$ cat config.mk
export PLATFORM = sky130hd
export DESIGN_NAME = pipe_addsub_n
export DESIGN_NICKNAME = d
export VERILOG_FILES = /design/src/rtl/pipe_addsub_pkg.sv /design/src/rtl/pipe_addsub_seg.sv /design/src/rtl/pipe_addsub_n.sv
export SDC_FILE = /design/constraint.sdc
export NUM_CORES = 1
export LEC_CHECK = 0
export BUFFER_PORTS_ARGS = -buffer_cell sky130_fd_sc_hd__buf_2
export CAP_MARGIN = 20
export CORE_MARGIN = 2
export CORE_UTILIZATION = 58
export CTS_BUF_LIST = sky130_fd_sc_hd__clkbuf_4 sky130_fd_sc_hd__clkbuf_8 sky130_fd_sc_hd__clkbuf_16
export DETAILED_ROUTE_END_ITERATION = 8
export PLACE_DENSITY_LB_ADDON = 0.15
export REMOVE_ABC_BUFFERS = 1
export SYNTH_ARGS = -nofsm -noshare
export SYNTH_HDL_FRONTEND = slang
export SYNTH_SLANG_ARGS = --single-unit
$ cat constraint.sdc
create_clock -name clk -period 4.45 [get_ports clk]
set_clock_uncertainty 0.05 [all_clocks]
set_input_delay 0.89 -clock clk [delete_from_list [all_inputs] [get_ports clk]]
set_output_delay 0.89 -clock clk [all_outputs]
set_load 0.1 [all_outputs]
$ cat src/rtl/pipe_addsub_pkg.sv
// Shared constants for the pipelined add/subtract unit: opcode encoding,
// default generics and the configuration legality check used at elaboration.
package pipe_addsub_pkg;

    localparam logic OP_ADD = 1'b0;
    localparam logic OP_SUB = 1'b1;

    localparam int DEF_WIDTH  = 16;
    localparam int DEF_STAGES = 2;
    localparam int DEF_TAG_W  = 4;

    function automatic bit cfg_ok(input int width, input int stages, input int tag_w);
        return (stages >= 1) && (stages <= width) && ((width % stages) == 0) && (tag_w >= 1);
    endfunction

endpackage

$ cat src/rtl/pipe_addsub_seg.sv
// One SEG-bit carry-chain segment of the pipelined adder; purely combinational.
module pipe_addsub_seg
    import pipe_addsub_pkg::*;
#(
    parameter int SEG = DEF_WIDTH / DEF_STAGES
) (
    input  logic [SEG-1:0] a,
    input  logic [SEG-1:0] b,
    input  logic           cin,
    output logic [SEG-1:0] sum,
    output logic           cout
);

    assign {cout, sum} = {1'b0, a} + {1'b0, b} + {{SEG{1'b0}}, cin};

endmodule

$ cat src/rtl/pipe_addsub_n.sv
// Pipelined add/subtract with ready/valid backpressure; one carry segment per stage.
// Optional unsigned saturation in the last stage when PIPE_ADDSUB_SAT_EN is defined.
module pipe_addsub_n
    import pipe_addsub_pkg::*;
#(
    parameter int WIDTH  = DEF_WIDTH,
    parameter int STAGES = DEF_STAGES,
    parameter int TAG_W  = DEF_TAG_W
) (
    input  logic             clk,
    input  logic             reset_n,
    input  logic             in_valid,
    output logic             in_ready,
    input  logic [WIDTH-1:0] in_a,
    input  logic [WIDTH-1:0] in_b,
    input  logic             in_cin,
    input  logic             in_op,
    input  logic             in_sat,
    input  logic [TAG_W-1:0] in_tag,
    output logic             out_valid,
    input  logic             out_ready,
    output logic [WIDTH-1:0] out_sum,
    output logic             out_carry,
    output logic             out_ovf,
    output logic [TAG_W-1:0] out_tag
);

    localparam int SEG  = WIDTH / STAGES;
    localparam int LAST = STAGES - 1;

    if (!cfg_ok(WIDTH, STAGES, TAG_W)) begin : g_cfg_err
        $error("pipe_addsub_n: illegal WIDTH/STAGES/TAG_W combination");
    end

    logic [WIDTH-1:0]  r_a   [STAGES];
    logic [WIDTH-1:0]  r_b   [STAGES];
    logic [WIDTH-1:0]  r_sum [STAGES];
    logic [TAG_W-1:0]  r_tag [STAGES];
    logic [STAGES-1:0] r_valid;
    logic [STAGES-1:0] r_carry;
    logic              r_ovf;

    // Stage inputs: index 0 comes from the ports, index k from stage register k-1.
    logic [WIDTH-1:0]  w_st_a   [STAGES];
    logic [WIDTH-1:0]  w_st_b   [STAGES];
    logic [WIDTH-1:0]  w_st_sum [STAGES];
    logic [TAG_W-1:0]  w_st_tag [STAGES];
    logic [STAGES-1:0] w_st_vld;
    logic [STAGES-1:0] w_st_cin;

    logic [SEG-1:0]    w_seg_a   [STAGES];
    logic [SEG-1:0]    w_seg_b   [STAGES];
    logic [SEG-1:0]    w_seg_sum [STAGES];
    logic [STAGES-1:0] w_seg_cout;

    logic [WIDTH-1:0]  w_nx_sum [STAGES];
    logic              w_nx_ovf;
    logic              w_advance;

`ifdef PIPE_ADDSUB_SAT_EN
    logic [STAGES-1:0] r_op;
    logic [STAGES-1:0] r_sat;
    logic [STAGES-1:0] w_st_op;
    logic [STAGES-1:0] w_st_sat;
`else
    logic w_unused_sat;
    assign w_unused_sat = in_sat;
`endif

    assign w_advance = !r_valid[LAST] || out_ready;
    assign in_ready  = w_advance;

    always_comb begin
        w_st_vld    = '0;
        w_st_cin    = '0;
        w_st_a[0]   = in_a;
        w_st_b[0]   = (in_op == OP_SUB) ? ~in_b : in_b;
        w_st_sum[0] = '0;
        w_st_tag[0] = in_tag;
        w_st_vld[0] = in_valid;
        w_st_cin[0] = in_cin ^ in_op;
`ifdef PIPE_ADDSUB_SAT_EN
        w_st_op     = '0;
        w_st_sat    = '0;
        w_st_op[0]  = in_op;
        w_st_sat[0] = in_sat;
`endif
        for (int k = 1; k < STAGES; k++) begin
            w_st_a[k]   = r_a[k-1];
            w_st_b[k]   = r_b[k-1];
            w_st_sum[k] = r_sum[k-1];
            w_st_tag[k] = r_tag[k-1];
            w_st_vld[k] = r_valid[k-1];
            w_st_cin[k] = r_carry[k-1];
`ifdef PIPE_ADDSUB_SAT_EN
            w_st_op[k]  = r_op[k-1];
            w_st_sat[k] = r_sat[k-1];
`endif
        end
        for (int k = 0; k < STAGES; k++) begin
            w_seg_a[k] = w_st_a[k][k*SEG +: SEG];
            w_seg_b[k] = w_st_b[k][k*SEG +: SEG];
        end
    end

    for (genvar g = 0; g < STAGES; g++) begin : g_seg
        pipe_addsub_seg #(.SEG(SEG)) u_seg (
            .a    (w_seg_a[g]),
            .b    (w_seg_b[g]),
            .cin  (w_st_cin[g]),
            .sum  (w_seg_sum[g]),
            .cout (w_seg_cout[g])
        );
    end

    always_comb begin
        for (int k = 0; k < STAGES; k++) begin
            w_nx_sum[k]               = w_st_sum[k];
            w_nx_sum[k][k*SEG +: SEG] = w_seg_sum[k];
        end
        // Overflow is judged on the raw sum, before any clamp below.
        w_nx_ovf = (w_st_a[LAST][WIDTH-1] == w_st_b[LAST][WIDTH-1]) &&
                   (w_nx_sum[LAST][WIDTH-1] != w_st_a[LAST][WIDTH-1]);
`ifdef PIPE_ADDSUB_SAT_EN
        if (w_st_sat[LAST]) begin
            if (w_st_op[LAST] == OP_ADD && w_seg_cout[LAST]) begin
                w_nx_sum[LAST] = '1;
            end else if (w_st_op[LAST] == OP_SUB && !w_seg_cout[LAST]) begin
                w_nx_sum[LAST] = '0;
            end
        end
`endif
    end

    always_ff @(posedge clk or negedge reset_n) begin
        if (!reset_n) begin
            r_valid <= '0;
            r_carry <= '0;
            r_ovf   <= 1'b0;
            for (int k = 0; k < STAGES; k++) begin
                r_a[k]   <= '0;
                r_b[k]   <= '0;
                r_sum[k] <= '0;
                r_tag[k] <= '0;
            end
`ifdef PIPE_ADDSUB_SAT_EN
            r_op  <= '0;
            r_sat <= '0;
`endif
        end else if (w_advance) begin
            r_valid <= w_st_vld;
            r_carry <= w_seg_cout;
            r_ovf   <= w_nx_ovf;
            for (int k = 0; k < STAGES; k++) begin
                r_a[k]   <= w_st_a[k];
                r_b[k]   <= w_st_b[k];
                r_sum[k] <= w_nx_sum[k];
                r_tag[k] <= w_st_tag[k];
            end
`ifdef PIPE_ADDSUB_SAT_EN
            r_op  <= w_st_op;
            r_sat <= w_st_sat;
`endif
        end
    end

    assign out_valid = r_valid[LAST];
    assign out_sum   = r_sum[LAST];
    assign out_carry = r_carry[LAST];
    assign out_ovf   = r_ovf;
    assign out_tag   = r_tag[LAST];

endmodule
==> impl_metrics.yaml <==
routing:
  drc_errors: 0
  total_number_of_vias: 2103
  wire_per_inst_microns: 11.7
  firstDrtPassIters: 4
  postRouteAntennaNets: 0
  totalWireLength_mm: 4.98
  drt_iter0_markers: 76
  post_drt_via_cell_ratio: 4.96
setup_path:
  crit_path_cell_trace: "buf_2 > xor2_1 > fa_1 > inv_1 > fa_1 > nor2b_4 > o31a_1 > o311a_1 > a211oi_1 > a21o_1"
  critical_path_required_ps: 4640
  r2r-start: "r_carry[0]$_DFFE_PN0P_"
  ff2ff_path_depth: 7
  worst-path-max-fanout: 17
  critPathCaptureType: "flop"
  timing.critical_path.from_type: "primary input"
  critical_path.top_delay_family: "compound AO/OA/AOI/OAI gates"
  timing_worst_setup_path_type: "in2reg"
  arrival_ps: 3230
  slowest_delay_ps: 450
  critical_path.reg2reg.endpoint: "out_sum[14]$_DFFE_PN0P_"
  rrSetupSlack_ps: 2170
  worst_path_most_repeated_cell: "sky130_fd_sc_hd__fa_1"
  worst_path_max_delay_cell: "sky130_fd_sc_hd__fa_1"
  worstPathBufferInverterCount: 2
global_routing:
  grtUsageTotal_pct: 19.7
  grt_max_degree: 67
  vias_in_the_first_global_route: 2032
  initial_antenna_violation_count: 0
  grt.overflow.total: 0
  grt_pass1_wl_mm: 8.43
sta:
  post-route-worst-setup-slack_ps: 1410
  worst_slew_margin_rel_pct: 55.7
  grt_setup_unrepaired: "false"
  timing.final.crit_period_ps: 3040
  final_min_period_over_clock_period_pct: 68.3
  worst_slew_pin_slew_ps: 664
  final_max_slew_viol_count: 0
  hold_viol_final: 0
  setup-tns-final_ps: 0
  setup-violations-final: 0
  max_clock_freq_mhz: 329
floorplanning:
  start_util_pct: 60.4
  std_cell_rows: 25
  die_area_sq_um: 5530
  die_x_microns: 74.3
  die_height_microns: 74.3
  io-pin-count: 67
  design.core.area_sq_um: 4750
placement:
  place_ws_ps: 1070
  port-buffer-count: 65
  dpl.hpwl_mm: 3.47
  place.gp.congestion: 0.736
synth:
  yosysWarningCount: 0
  synth.lib_cells_used.distinct: 30
  number_of_flip_flops_and_latches_in_the_synthesized_netlist: 53
  synth_sequential_area_ratio_pct: 46.2
  syn-cell-area_sq_um: 2870
  synthesis.instances: 315
  syn-mean-instance-area_sq_um: 9.11
clock_network:
  clock_sink_count: 53
  numCtsBuffers: 5
  ctsHoldBuffers: 0
  max-clock-path-buffers: 2
  cts.root.buffer_cell: "sky130_fd_sc_hd__clkbuf_8"
  clock_tree_from_tritoncts: "yes"
  path_clk_slew_ps: 90
  clock_latency_ps: 300
  post-cts-setup-buffers: 0
  cts.htree.levels: 2
  postCtsResizedCells: 0
layout:
  synthToLayoutAreaGrowth_pct: 11.2
  post_route_cells_drive_above_1_share_pct: 21.8
  mostFrequentLayoutCell: "sky130_fd_sc_hd__nand2_1"
  most-common-layout-cells: "sky130_fd_sc_hd__nand2_1 (103), sky130_fd_sc_hd__buf_2 (65), sky130_fd_sc_hd__dfrtp_1 (53)"
  num_antenna_cells: 0
  design.final.nets: 418
min_path:
  worstHoldPathCells: 2
  min-delay-path-class: "reg2reg"
  hold-path-endpoint: "out_tag[0]$_DFFE_PN0P_"
  worstHoldStart: "out_tag[0]$_DFFE_PN0P_"
pwr:
  peakVddDrop_mv: 0.314
  leakage_nw: 1.64
  power_density_nw_per_um2: 620
outcome:
  run_status: "complete, no violations"
run:
  drv.max_cap_violation_count: 0
[worst register-to-register path, stage by stage (launching register included)]
cell and delay, ps:
sky130_fd_sc_hd__dfrtp_1 410, sky130_fd_sc_hd__fa_1 510, sky130_fd_sc_hd__fa_1 430, sky130_fd_sc_hd__a21oi_1 180
sky130_fd_sc_hd__o211ai_1 130, sky130_fd_sc_hd__a21oi_1 230, sky130_fd_sc_hd__xnor2_1 140, sky130_fd_sc_hd__o21ai_0 80
[cells by family (layout without fill, tap and decap cells)]
kind of cell	count (synthesis)	after routing	share of synthesized area [%]
adders and majority gates	18	18	8.89
AOI/OAI and AO/OA	54	54	11.3
and+or+nand+nor	123	123	17.1
DFF	53	53	46.2
xor gates and xnor gates	26	26	7.93
buffers and inverters	41	83	8.50
[how the worst max path moves through the flow]
stage                            from               endpoint  slack [ps]  depth (start not counted)
6_report                        in_op  r_sum[22]$_DFFE_PN0P_        1410                         10
5_1_grt                         in_op  r_sum[22]$_DFFE_PN0P_        1240                         10
4_1_cts                         in_op  r_sum[22]$_DFFE_PN0P_        1390                         10
3_5_place_dp                    in_op  r_sum[22]$_DFFE_PN0P_        1070                         10
3_3_place_gp                    in_op  r_sum[22]$_DFFE_PN0P_        1130                         10
2_1_floorplan  r_valid[1]$_DFFE_PN0P_               in_ready         890                          2
[state kept, by name, summed over array words and instances (netlist names), 2 cells and up]
signal,cells
out_sum,16
r_a,8
r_b,8
r_sum,8
out_tag,4
r_tag,4
r_carry,2
r_valid,2
[per-layer routing]
layer / global-route usage (%) / vias up / share of wire (%)
li1: - / 1089 / -
met1: 23.5 / 959 / 44
met2: 34.4 / 50 / 49
met3: 5.15 / 5 / 5.0
met4: 7.54 / 0 / 1.4
met5: 0 / - / 0
[synth_stat cells]
cell type	count	area, sq um
sky130_fd_sc_hd__a21oi_1	8	40.0
sky130_fd_sc_hd__inv_1	8	30.0
sky130_fd_sc_hd__o21ai_0	25	125
sky130_fd_sc_hd__nand2b_1	1	6.26
sky130_fd_sc_hd__and2b_2	1	8.76
sky130_fd_sc_hd__clkbuf_1	8	30.0
sky130_fd_sc_hd__or3_1	1	6.26
sky130_fd_sc_hd__ha_1	14	175
sky130_fd_sc_hd__o21a_1	2	15.0
sky130_fd_sc_hd__a21o_1	4	30.0
sky130_fd_sc_hd__nor2b_4	1	13.8
sky130_fd_sc_hd__or2_2	1	6.26
sky130_fd_sc_hd__a31oi_1	2	12.5
sky130_fd_sc_hd__xnor2_1	10	87.6
sky130_fd_sc_hd__a211oi_1	6	45.0
sky130_fd_sc_hd__nor2_1	9	33.8
sky130_fd_sc_hd__o211ai_1	1	7.51
sky130_fd_sc_hd__buf_4	20	150
sky130_fd_sc_hd__fa_1	4	80.1
sky130_fd_sc_hd__o31a_1	1	8.76
sky130_fd_sc_hd__xor2_1	16	140
sky130_fd_sc_hd__o31ai_1	1	7.51
sky130_fd_sc_hd__nor3_1	6	30.0
sky130_fd_sc_hd__nand2_1	103	387
sky130_fd_sc_hd__o311a_1	1	10.0
sky130_fd_sc_hd__clkbuf_8	1	13.8
sky130_fd_sc_hd__a41oi_1	1	8.76
sky130_fd_sc_hd__o21bai_1	2	15.0
sky130_fd_sc_hd__buf_2	4	20.0
sky130_fd_sc_hd__dfrtp_1	53	1330
[per-stage QoR]
stage,hold WS [ps],area [sq um],total power [mW],std cells,utilization [%]
final,415,3190,1.98,424,67.1
after floorplan,380,2660,1.50,282,-
after detailed placement,401,3090,1.69,417,64.9
after global routing,445,3190,2.10,424,67.1
after global placement,390,3090,1.66,417,64.9
after CTS,422,3190,2.00,424,67.1
[report_power, final]
group          switching (mW)  internal (mW)  total [mW]
sequential             0.0635          0.606       0.669
clock                   0.146          0.164       0.310
combinational           0.792          0.209        1.00
total                    1.00          0.978        1.98
[cell type report]
class / count / area, sq um
Inverter: 8 / 30.0
Clock buffer: 5 / 68.8
Fill cell: 402 / 1560
Sequential cell: 53 / 1330
Multi-Input combinational cell: 221 / 1300
Tap cell: 67 / 83.8
Timing Repair Buffer: 68 / 348
Clock inverter: 2 / 35.0
Note: power is estimated with default switching activity, not from simulation.
